===== config.mk =====
export PLATFORM = sky130hd
export DESIGN_NAME = uart_tx_arbiter
export DESIGN_NICKNAME = d
export VERILOG_FILES = /design/src/rtl/uart_tx_arbiter.sv
export SDC_FILE = /design/constraint.sdc
export NUM_CORES = 1
export LEC_CHECK = 0
export ABC_CLOCK_PERIOD_IN_PS = 1390
export BUFFER_PORTS_ARGS = -buffer_cell sky130_fd_sc_hd__clkbuf_2
export CORE_MARGIN = 2
export CORE_UTILIZATION = 38
export DETAILED_ROUTE_END_ITERATION = 6
export GPL_TIMING_DRIVEN = 0
export PLACE_DENSITY = 0.73
export SYNTH_ARGS = -nofsm -noshare
export SYNTH_HDL_FRONTEND = slang
export SYNTH_SLANG_ARGS = --single-unit

===== constraint.sdc =====
create_clock -name clk -period 1.39 [get_ports clk]
set_input_delay 0.0695 -clock clk [delete_from_list [all_inputs] [get_ports clk]]
set_output_delay 0.0695 -clock clk [all_outputs]
set_load 0.02 [all_outputs]

===== src/rtl/uart_tx_arbiter.sv =====
// Round-robin arbiter sharing one UART TX byte path between NUM_REQ requesters.
// Grant registered 1 cycle after valid; data/valid/ready mux is combinational.
// Grant held while tx_ready is low or owner stalls; released on last or after MAX_BURST bytes.
module uart_tx_arbiter #(
  parameter int NUM_REQ   = 4,
  parameter int DATA_W    = 8,
  parameter int MAX_BURST = 16
) (
  input  logic                      clk,
  input  logic                      reset,
  input  logic [NUM_REQ-1:0]        req_valid,
  input  logic [NUM_REQ*DATA_W-1:0] req_data,
  input  logic [NUM_REQ-1:0]        req_last,
  output logic [NUM_REQ-1:0]        req_ready,
  output logic                      tx_valid,
  output logic [DATA_W-1:0]         tx_data,
  input  logic                      tx_ready,
  output logic [NUM_REQ-1:0]        grant,
  output logic                      busy
);

  localparam int PTR_W = $clog2(NUM_REQ);
  localparam int CNT_W = (MAX_BURST == 0) ? 1 : $clog2(MAX_BURST + 1);

  typedef enum logic {
    IDLE   = 1'b0,
    LOCKED = 1'b1
  } state_t;

  state_t             state, state_nxt;
  logic [NUM_REQ-1:0] grant_nxt;
  logic [PTR_W-1:0]   gidx, gidx_nxt;
  logic [PTR_W-1:0]   ptr, ptr_nxt;
  logic [CNT_W-1:0]   cnt, cnt_nxt;
  logic [CNT_W-1:0]   cnt_inc;
  logic               last_g;
  logic               xfer;
  logic               burst_hit;
  logic [PTR_W:0]     scan_idx;
  logic               found;

  // Owner mux: route the granted requester onto the TX path; grant is one-hot or zero.
  always_comb begin
    tx_data = '0;
    for (int i = 0; i < NUM_REQ; i++) begin
      if (grant[i]) begin
        tx_data = tx_data | req_data[i*DATA_W +: DATA_W];
      end
    end
    tx_valid  = |(req_valid & grant);
    req_ready = {NUM_REQ{tx_ready}} & grant;
    last_g    = |(req_last & grant);
    xfer      = tx_valid & tx_ready;
    cnt_inc   = cnt + 1'b1;
    burst_hit = (MAX_BURST != 0) && (cnt_inc == CNT_W'(MAX_BURST));
  end

  assign busy = |grant;

  // Arbitration state register; async reset drops the grant at once and rewinds priority.
  always_ff @(posedge clk or posedge reset) begin
    if (reset) begin
      state <= IDLE;
      grant <= '0;
      gidx  <= '0;
      ptr   <= '0;
      cnt   <= '0;
    end else begin
      state <= state_nxt;
      grant <= grant_nxt;
      gidx  <= gidx_nxt;
      ptr   <= ptr_nxt;
      cnt   <= cnt_nxt;
    end
  end

  // Next-state: rotating priority scan when idle, beat counting and release when locked.
  always_comb begin
    state_nxt = state;
    grant_nxt = grant;
    gidx_nxt  = gidx;
    ptr_nxt   = ptr;
    cnt_nxt   = cnt;
    scan_idx  = '0;
    found     = 1'b0;
    case (state)
      IDLE: begin
        for (int i = 0; i < NUM_REQ; i++) begin
          // Wrap explicitly so non-power-of-2 requester counts stay in range.
          scan_idx = {1'b0, ptr} + (PTR_W+1)'(i);
          if (scan_idx >= (PTR_W+1)'(NUM_REQ)) begin
            scan_idx = scan_idx - (PTR_W+1)'(NUM_REQ);
          end
          if (!found && req_valid[scan_idx[PTR_W-1:0]]) begin
            found     = 1'b1;
            gidx_nxt  = scan_idx[PTR_W-1:0];
            grant_nxt = NUM_REQ'(1) << scan_idx[PTR_W-1:0];
            state_nxt = LOCKED;
          end
        end
      end
      LOCKED: begin
        if (xfer) begin
          cnt_nxt = cnt_inc;
          // A burst-limit release is not a message end; the owner re-arbitrates later.
          if (last_g || burst_hit) begin
            grant_nxt = '0;
            cnt_nxt   = '0;
            ptr_nxt   = (gidx == PTR_W'(NUM_REQ - 1)) ? '0 : gidx + 1'b1;
            state_nxt = IDLE;
          end
        end
      end
      default: begin
        state_nxt = IDLE;
        grant_nxt = '0;
      end
    endcase
  end

endmodule


==> flow_summary.toml <==
[synthesis]
synth_ff_type = "dfrtp_1"
synth_cells = 119
yosys_warnings = 0
ys_seq_area_frac = 0.350
yosys_register_bits = 14
syn_area_sq_um = 1000
synth_most_common_cell = "nand2_1"
yosys.area.top_type_share = 0.350
ys_top_cells_by_count = "nand2_1 (21), a22oi_1 (20), dfrtp_1 (14)"
synth.distinct_cells = 34
syn_area_per_cell_sq_um = 8.42
yosys-top-cells-area = "dfrtp_1 (35%), a22oi_1 (15%), nand2_1 (7.9%), o22ai_1 (4.4%), and2_1 (3.1%)"
async_flop_share = 1.00
synth_nets = 164
synth_area_leader_cell = "dfrtp_1"
synth_edf_count = 0

[sta]
worst_slack_ns = -0.0878
worst_hold_slack_ns = 0.164
setup_violations = 14
fin_worst_skew_ns = 0.0104
drv_slew = 0
post-route-period-util = 1.06
worstMarginPinSlew_ns = 0.525
grt_setup_unrepaired = "true"
tns_ns = -0.405
period_minus_slack_ns = 1.48
slew_headroom = 0.650
finalHoldViolations = 0
fmax_ghz = 0.677

[global_routing]
grt_pass1_wl_mm = 4.72
met2_usage = 0.332
grt_util_met3 = 0.0164
antenna_found_initial = 0
grt.total_usage = 0.185
use_met1 = 0.238
busiest_layer = "met2"
grt_pass1_vias = 1127
grt_max_degree = 15
grt-ovfl-total = 0

[drt]
drc = 0
dr.first_iter.drc_count = 35
first_pass_iters = 4
viasPerCell = 5.32
via_count = 1164
drt-wirelength-per-cell_um = 13.2
drtAntennaViolNets = 0
wl_mm = 2.89

[critical_path]
regToRegStartpoint = "cnt[0]"
cp.required_ns = 1.32
crit_path_cell_trace = "or4_4 -> buf_6"
startpoint = "grant[2]"
slowest_stage = "or4_4"
endpoint_kind = "output port"
path_class = "reg -> out"
worst-path-max-fanout = 5
startpoint_type = "register"
worst_ep_arrival_time_ns = 1.41
crit_path_max_incr_delay_ns = 0.54

[layout]
fin_nets = 235
drive_above_1_share = 0.513
final_util = 0.617
final_area_sq_um = 1530
fin_cells = 219
n_antenna_cell = 0
areaGrowthSynthToFinish_pct = 52.6

[placed_design]
hpwlAfterDp_mm = 2.20
gp_congestion = 0.733
place_worst_setup_slack_ns = -0.216
placed_area_sq_um = 1360
port-buffer-count = 60
numPlacedInstances = 209

[die]
start_util = 0.405
core_area_sq_um = 2480
num_rows = 18
io_pins = 61
die_y_um = 55.4
die_w_um = 55.4
dieArea_sq_um = 3060

[power_and_ir_drop]
finalPower_mw = 2.95
ir_worst_vdd_mv = 1.47
powerDensity_nw_per_um2 = 1930
p_leak_nw = 0.783

[clock_tree]
cts_tree = "built"
htree_levels = 1
path_clk_slew_ns = 0.09
cts.sinks = 14
clkLatencyLatePin_ns = 0.29
cts-root-buf = "clkbuf_4"
cts_buffers = 3
clock_path_buffers = 2

[status]
status = "complete, but fails checks"
violations = "negative setup slack"

[min_path]
hold_start = "req_valid[2]"
hp-class = "in -> reg"

[flow_run]
cap_violations = 0
==> registers in the layout, indices dropped and copies added (netlist names) <==
name / count
grant: 4
state: 1
cnt: 5
gidx: 2
ptr: 2
==> area by class of cell <==
class	instances	area (sq um)
Multi-Input combinational cell	92	659
Clock buffer	4	36.3
Timing Repair Buffer	66	354
Sequential cell	14	357
Inverter	7	26.3
Buffer	6	58.8
Fill cell	218	948
Tap cell	30	37.5
==> per-layer routing <==
| metal | routed length (um) | vias to the layer above |
|---|---|---|
| met5 | 0 | - |
| met4 | 23 | 0 |
| met3 | 107 | 2 |
| met2 | 1520 | 29 |
| met1 | 1240 | 549 |
| li1 | - | 584 |
==> path summary, 6_finish.rpt <==
check	endpoint	slack [ns]	cells past startpoint
max in group asynchronous	grant[3]	0.66	3
min in group asynchronous	gidx[0]	0.33	3
worst min-delay path	state	0.16	3
worst max register to register	ptr[1]	-0.06	5
worst max-delay path	busy	-0.09	2
worst min register to register	ptr[0]	0.51	1
==> power breakdown <==
group | switching (mW) | internal (mW) | leakage (nW)
Combinational | 1.03 | 0.863 | 0.595
Sequential | 0.191 | 0.564 | 0.168
Clock | 0.141 | 0.160 | 0.0210
==> placed cells by master, fill, tap and decap left out, types with 2 or more instances in the layout <==
master,synthesis,routed
o22ai_1,7,7
buf_6,1,2
a22oi_2,0,8
nand2_1,21,21
ha_1,2,2
dfrtp_1,14,9
and2_1,5,5
nand2b_1,4,3
clkbuf_4,0,5
nor2_1,4,4
dfrtp_2,0,5
clkbuf_2,0,59
a21oi_1,4,4
o21ai_0,4,3
buf_4,0,5
inv_1,7,7
clkbuf_8,0,3
a22oi_1,20,12
==> kinds of logic after synthesis <==
family                   after synthesis  synth area share
adder cells (fa/ha/maj)                2            0.0250
XOR/XNOR                               2            0.0175
AND/OR/NAND/NOR                       43             0.213
buffers and inverters                 13            0.0574
flip-flops                            14             0.350
AO/OA/AOI/OAI                         42             0.303
multiplexers                           3            0.0337
==> worst max-delay path, delay by kind of cell (launching register included) <==
family | cells | cell delay, ns
flops | 1 | 0.45
simple gates | 1 | 0.54
buf+inv | 1 | 0.14
==> repair_timing <==
item,4_1_cts,5_1_grt
setup buffers,4,1
hold buffers,1,0
hold endpoints to repair,14,0
pin swaps,3,1
resized for setup,13,12
endpoints found under the setup margin,19,22
Power figures use the tool's default switching activity.
